<file path="src/rtl/mfe_pkg.sv">
// Shared types and constants for the parametrised 3x3 window filter engine.
package mfe_pkg;

  typedef enum logic [1:0] {
    MODE_MED  = 2'd0,
    MODE_MIN  = 2'd1,
    MODE_MAX  = 2'd2,
    MODE_PASS = 2'd3
  } mfe_mode_e;

  typedef enum logic [2:0] {
    IDLE  = 3'd0,
    FETCH = 3'd1,
    CALC  = 3'd2,
    WRITE = 3'd3,
    DONE  = 3'd4
  } mfe_state_e;

  // Fetch cycles for the first pixel of a row (full 3x3 load) and for the
  // following pixels (one new column after the window shift).
  localparam int FETCH_FIRST = 9;
  localparam int FETCH_NEXT  = 3;

endpackage

</file>
<file path="src/rtl/mfe_sort9.sv">
// Combinational 9-input order network: min, median (5th smallest) and max.
// Each tap is ranked against the others with index tie-break, so every tap
// gets a unique rank 0..8 and the outputs are picked by rank.
module mfe_sort9 #(
  parameter int DW = 8
) (
  input  logic [9*DW-1:0] taps,
  output logic [DW-1:0]   vmin,
  output logic [DW-1:0]   vmed,
  output logic [DW-1:0]   vmax
);

  logic [3:0] rank [9];

  // Rank each tap: number of taps ordered strictly before it.
  always_comb begin
    for (int i = 0; i < 9; i++) begin
      rank[i] = 4'd0;
      for (int j = 0; j < 9; j++) begin
        if ((taps[j*DW +: DW] < taps[i*DW +: DW]) ||
            ((taps[j*DW +: DW] == taps[i*DW +: DW]) && (j < i)))
          rank[i] = rank[i] + 4'd1;
      end
    end
  end

  // Select the taps holding rank 0, 4 and 8.
  always_comb begin
    vmin = '0;
    vmed = '0;
    vmax = '0;
    for (int i = 0; i < 9; i++) begin
      if (rank[i] == 4'd0) vmin = taps[i*DW +: DW];
      if (rank[i] == 4'd4) vmed = taps[i*DW +: DW];
      if (rank[i] == 4'd8) vmax = taps[i*DW +: DW];
    end
  end

endmodule

</file>
<file path="src/rtl/mfe_param.sv">
// mfe_param: streams a raster image from the image ROM, applies a 3x3
// median/min/max/centre filter and writes each result to the result RAM.
// Build option MFE_REPLICATE_EDGE_EN: out-of-image taps use the nearest
// in-image pixel (clamped address issued) instead of zero padding.
module mfe_param
  import mfe_pkg::*;
#(
  parameter int IMG_W = 128,
  parameter int IMG_H = 128,
  parameter int DW    = 8,
  parameter int AW    = $clog2(IMG_W*IMG_H)
) (
  input  logic          clk,
  input  logic          reset,
  input  logic          ready,
  output logic          busy,
  input  logic [1:0]    mode,
  output logic [AW-1:0] iaddr,
  input  logic [DW-1:0] idata,
  output logic [AW-1:0] addr,
  output logic [DW-1:0] data_wr,
  input  logic [DW-1:0] data_rd,
  output logic          wen
);

  localparam int XW = $clog2(IMG_W);
  localparam int YW = $clog2(IMG_H);

  mfe_state_e    state;
  mfe_mode_e     mode_q;
  logic [XW-1:0] x, nx;
  logic [YW-1:0] y, ny;
  logic [3:0]    tap, nt;
  logic          last_px, last_tap, issue, shift;
  int            cx, cy;
  logic          pad_n;
  logic [1:0]    col_n, row_n;
  logic [AW-1:0] fetch_addr;
  logic          vld_p0, pad_p0, vld_p1, pad_p1;
  logic [1:0]    col_p0, row_p0, col_p1, row_p1;
  logic [DW-1:0] win     [3][3];
  logic [DW-1:0] win_eff [3][3];
  logic [DW-1:0] tap_in;
  logic [9*DW-1:0] taps;
  logic [DW-1:0] vmin, vmed, vmax;
  logic          unused_rd;

  function automatic int clamp_coord(input int v, input int hi);
    if (v < 0)  return 0;
    if (v > hi) return hi;
    return v;
  endfunction

  assign unused_rd = ^data_rd;
  assign last_px   = (x == XW'(IMG_W-1)) && (y == YW'(IMG_H-1));
  assign last_tap  = (x == '0) ? (tap == 4'(FETCH_FIRST-1)) : (tap == 4'(FETCH_NEXT-1));
  assign issue     = ((state == IDLE) && ready) ||
                     ((state == FETCH) && !last_tap) ||
                     ((state == WRITE) && !last_px);
  assign shift     = (state == WRITE) && !last_px && (nx != '0);

  // Position and tap index of the fetch cycle that follows this one.
  always_comb begin
    nx = x;
    ny = y;
    nt = tap + 4'd1;
    if (state == WRITE) begin
      nt = '0;
      if (x == XW'(IMG_W-1)) begin
        nx = '0;
        ny = y + 1'b1;
      end else begin
        nx = x + 1'b1;
      end
    end else if (state != FETCH) begin
      nx = '0;
      ny = '0;
      nt = '0;
    end
  end

  // Window slot, image coordinate and ROM address of the next fetch.
  always_comb begin
    if (nx == '0) begin
      col_n = 2'(int'(nt) / 3);
      row_n = 2'(int'(nt) % 3);
    end else begin
      col_n = 2'd2;
      row_n = nt[1:0];
    end
    cx = int'(nx) + int'(col_n) - 1;
    cy = int'(ny) + int'(row_n) - 1;
`ifdef MFE_REPLICATE_EDGE_EN
    pad_n = 1'b0;
    cx    = clamp_coord(cx, IMG_W-1);
    cy    = clamp_coord(cy, IMG_H-1);
`else
    pad_n = (cx < 0) || (cx >= IMG_W) || (cy < 0) || (cy >= IMG_H);
`endif
    fetch_addr = AW'(cy*IMG_W + cx);
  end

  // Control FSM: frame sequencing, fetch address issue and result write.
  always_ff @(posedge clk) begin
    if (!reset) begin
      state   <= IDLE;
      mode_q  <= MODE_MED;
      busy    <= 1'b0;
      wen     <= 1'b0;
      iaddr   <= '0;
      addr    <= '0;
      data_wr <= '0;
      x       <= '0;
      y       <= '0;
      tap     <= '0;
      vld_p0  <= 1'b0;
    end else begin
      wen    <= 1'b0;
      vld_p0 <= issue;
      if (issue) begin
        x      <= nx;
        y      <= ny;
        tap    <= nt;
        col_p0 <= col_n;
        row_p0 <= row_n;
        pad_p0 <= pad_n;
        if (!pad_n) iaddr <= fetch_addr;
      end
      case (state)
        IDLE: begin
          if (ready) begin
            busy   <= 1'b1;
            mode_q <= mfe_mode_e'(mode);
            state  <= FETCH;
          end
        end
        FETCH: begin
          if (last_tap) state <= CALC;
        end
        CALC: begin
          wen  <= 1'b1;
          addr <= AW'(int'(y)*IMG_W + int'(x));
          case (mode_q)
            MODE_MED:  data_wr <= vmed;
            MODE_MIN:  data_wr <= vmin;
            MODE_MAX:  data_wr <= vmax;
            MODE_PASS: data_wr <= win_eff[1][1];
          endcase
          state <= WRITE;
        end
        WRITE: begin
          state <= last_px ? DONE : FETCH;
        end
        DONE: begin
          busy  <= 1'b0;
          state <= IDLE;
        end
        default: state <= IDLE;
      endcase
    end
  end

  // ---- p0 -> p1: ROM data for the address issued last cycle arrives now ----
  always_ff @(posedge clk) begin
    if (!reset) vld_p1 <= 1'b0;
    else        vld_p1 <= vld_p0;
    col_p1 <= col_p0;
    row_p1 <= row_p0;
    pad_p1 <= pad_p0;
  end

  assign tap_in = pad_p1 ? '0 : idata;

  // Window as seen this cycle, with the arriving tap bypassed in.
  always_comb begin
    win_eff = win;
    if (vld_p1) win_eff[col_p1][row_p1] = tap_in;
  end

  // Window storage: shift left between pixels, otherwise capture arriving taps.
  always_ff @(posedge clk) begin
    if (shift) begin
      for (int r = 0; r < 3; r++) begin
        win[0][r] <= win[1][r];
        win[1][r] <= win[2][r];
      end
    end else if (vld_p1) begin
      win[col_p1][row_p1] <= tap_in;
    end
  end

  for (genvar c = 0; c < 3; c++) begin : g_col
    for (genvar r = 0; r < 3; r++) begin : g_row
      assign taps[(c*3+r)*DW +: DW] = win_eff[c][r];
    end
  end

  mfe_sort9 #(.DW(DW)) u_sort9 (
    .taps (taps),
    .vmin (vmin),
    .vmed (vmed),
    .vmax (vmax)
  );

endmodule

</file>
<file path="config.mk">
export PLATFORM = sky130hd
export DESIGN_NAME = mfe_param
export DESIGN_NICKNAME = d
export VERILOG_FILES = /design/src/rtl/mfe_pkg.sv /design/src/rtl/mfe_sort9.sv /design/src/rtl/mfe_param.sv
export SDC_FILE = /design/constraint.sdc
export NUM_CORES = 1
export LEC_CHECK = 0
export CELL_PAD_IN_SITES_DETAIL_PLACEMENT = 0
export CELL_PAD_IN_SITES_GLOBAL_PLACEMENT = 1
export CORE_AREA = 2 2 223 225
export DETAILED_ROUTE_END_ITERATION = 16
export DIE_AREA = 0 0 225 227
export MAX_ROUTING_LAYER = met4
export PLACE_DENSITY_LB_ADDON = 0.1
export SYNTH_ARGS = -nofsm -noshare
export SYNTH_HDL_FRONTEND = slang
export SYNTH_SLANG_ARGS = --single-unit
</file>
<file path="constraint.sdc">
create_clock -name clk -period 25.4 [get_ports clk]
set_input_delay 6.35 -clock clk [delete_from_list [all_inputs] [get_ports clk]]
set_output_delay 6.35 -clock clk [all_outputs]
set_load 0.05 [all_outputs]
</file>
==> results.yml <==
worst_setup_path:
  cpMostUsedCell: "ha_1"
  r2r_setup_slack_ns: 14.57
  crit_path_max_fanout: 10
  reg2reg_to: "data_wr[3]$_SDFFE_PN0P_"
  crit_path_end_kind: "flip-flop"
  worst_r2r_startpoint: "row_p1[1]$_DFF_P_"
  crit_path_max_incr_delay_ns: 0.85
  worst-endpoint-arrival_ns: 16.76
  critical_path_class: "in2reg"
  cp.required_ns: 25.74
  slowest_stage: "nor2b_1"
  rr_worst_depth: 35
  crit_path_start: "idata[3]"
  worstSetupStartpointType: "input pin"
cts:
  cts-root-to-sink-buffers: 2
  clk_pin_slew_worst_paths_ns: 0.08
  post_cts_buffers: 0
  cts_tree: "done"
  cts.sinks: 145
  numCtsBuffers: 17
  cts_resized: 0
  worstSkewPairLatency_ns: 0.46
  root_buffer: "clkbuf_16"
  htree_levels: 4
  hold_buffers: 0
sta:
  worst_pin_slew_ns: 1.20
  hold_viol: 0
  finalCriticalPeriod_ns: 16.41
  period_share: 0.646
  slew_viol_final: 0
  clock-skew-final_ns: 0.0174
  rsz0062_at_grt: "false"
  setup_viol: 0
  relSlewSlack: 0.200
  max_freq_mhz: 60.9
  setup_tns_ns: 0
synthesis:
  ys_warn_count: 0
  synthCells: 2714
  syn_nets: 3124
  synth_cell_types: 113
  ys_seq_area_frac: 0.147
  synth_async_sr_flop_share: 0
  netlist_area_um2: 21700
  synth_seq_cells: 145
  synthFlopType: "dfxtp_1"
  synth.avg_cell_area_um2: 7.99
  synth_edf_count: 29
worst_hold_path:
  hp-class: "reg2reg"
  min_to: "pad_p1$_DFF_P_"
  hp-start: "pad_p0$_DFFE_PP_"
  hold_depth: 0
global_route:
  grt_usage: 0.374
  antenna_found_initial: 1
  grt_pass1_vias: 20871
  grt_first_pass_wirelength_um: 135000
  overflow: 0
  grt_max_degree: 90
placement:
  io_buffer_count: 50
  gp_congestion: 1.00
  place_hpwl_um: 72700
floorplan:
  die_h_um: 227
  initial_utilization: 0.447
  rows: 81
  ios: 59
  die_w_um: 225
  fp.coreArea_um2: 48500
  dieArea_um2: 51100
layout:
  utilization: 0.490
  syn_to_final_growth_pct: 9.64
  drive_gt1_frac: 0.0765
  num_antenna_cells: 0
  num-nets-final: 3183
detailed_routing:
  wirelength_um: 94300
  num_vias: 22404
  dr.pass1.iters: 6
  routedWlPerCell_um: 27.7
  first_iter_violations: 1840
  drtAntennaViolNets: 0
  via_per_inst: 6.57
  drc_errors: 0
run_status:
  outcome: "finished clean"
run:
  drv_cap: 0
-- sequential cells by signal, indices dropped and copies added, names as in the netlist, 2 cells and up --
name and cells:
win 72, y 7, row_p0 2, state 3, row_p1 2, col_p0 2
data_wr 8, x 7, addr 14, iaddr 14, tap 4, col_p1 2
mode_q 2
-- cells in the mapped netlist (42+ instances only) --
cell / count / share of area
ha_1: 386 / 0.22
a21oi_1: 211 / 0.049
nor2_1: 210 / 0.036
nand2_1: 204 / 0.035
inv_1: 159 / 0.028
o21ai_0: 147 / 0.034
dfxtp_1: 116 / 0.11
nand3_1: 69 / 0.016
xnor2_1: 68 / 0.027
clkbuf_1: 62 / 0.011
nor3_1: 60 / 0.014
nor2b_1: 59 / 0.017
mux2i_1: 51 / 0.024
o21a_1: 50 / 0.017
a211oi_1: 48 / 0.017
o211ai_1: 47 / 0.016
nand4_1: 46 / 0.013
a21o_1: 45 / 0.016
mux2_2: 42 / 0.022
-- kinds of logic (layout without fill, tap and decap cells) --
logic type	after synthesis	after routing	share of synthesized area
AO/OA/AOI/OAI	850	850	0.270
XOR/XNOR	131	131	0.0670
adder cells (fa/ha/maj)	389	389	0.226
buffers and inverters	237	309	0.0415
flip-flops	145	145	0.147
multiplexers	93	93	0.0454
AND/OR/NAND/NOR	869	869	0.203
-- metal layers --
metal | vias up | routed length (um) | GRT usage
met5 | - | 0 | -
met4 | 0 | 6600 | 0.234
met3 | 251 | 6640 | 0.0519
met2 | 961 | 43300 | 0.607
met1 | 10829 | 37700 | 0.438
li1 | 10363 | - | -
-- worst max-delay path, delay by kind of cell --
family,cells,cell delay (ns)
fa+ha+maj,6,1.73
mux,2,0.62
simple gates,6,1.79
compound gates,14,4.46
buf+inv,4,1.18
xor+xnor,2,0.62
-- cell usage in the layout, fill, tap and decap left out, types with 14 or more instances in the layout --
cell type        instances
a211o_1                 25
a211oi_1                48
a21boi_0                14
a21o_1                  45
a21oi_1                211
a221oi_1                15
a31oi_1                 24
and2_1                  34
and3_1                  32
buf_4                   63
clkbuf_16               18
clkdlybuf4s50_1         50
dfxtp_1                116
edfxtp_1                29
ha_1                   386
inv_1                  159
mux2_2                  42
mux2i_1                 51
nand2_1                203
nand2b_1                37
nand3_1                 69
nand4_1                 46
nor2_1                 210
nor2b_1                 59
nor3_1                  59
nor4_1                  17
o211a_1                 16
o211ai_1                47
o21a_1                  50
o21ai_0                143
o21ai_1                 18
o31a_1                  14
o31ai_1                 20
or2_2                   17
or3_1                   19
xnor2_1                 68
xnor3_1                 14
xor2_1                  38
-- how the worst max path moves through the flow --
stage	end	slack (ns)	cells past startpoint
2_1_floorplan	data_wr[6]$_SDFFE_PN0P_	11.31	39
3_5_place_dp	data_wr[3]$_SDFFE_PN0P_	8.90	34
4_1_cts	data_wr[3]$_SDFFE_PN0P_	9.37	34
5_1_grt	data_wr[3]$_SDFFE_PN0P_	8.81	34
3_3_place_gp	data_wr[3]$_SDFFE_PN0P_	9.02	34
6_report	data_wr[3]$_SDFFE_PN0P_	8.99	34
-- layout make-up --
type                       instances  area (um^2)
multi-input combinational       2332        17600
clock buffer                      23          499
fill                            4773        24800
clock inverter                     9         95.1
tap                              622          778
inverter                         164          616
sequential                       145         3190
timing repair buffer             113          973
-- through the flow --
step	area [um^2]	std cells	setup WS, ns	hold slack (ns)
after CTS	23800	3408	9.37	0.344
after floorplan	21700	2714	11.31	0.323
after global routing	23800	3408	8.81	0.352
after global placement	23200	3376	9.02	0.324
final	23800	3408	8.99	0.341
after detailed placement	23200	3376	8.90	0.329
Power is not shown: default switching activity piles up to over one toggle a cycle in this logic, so the estimate is an artifact.
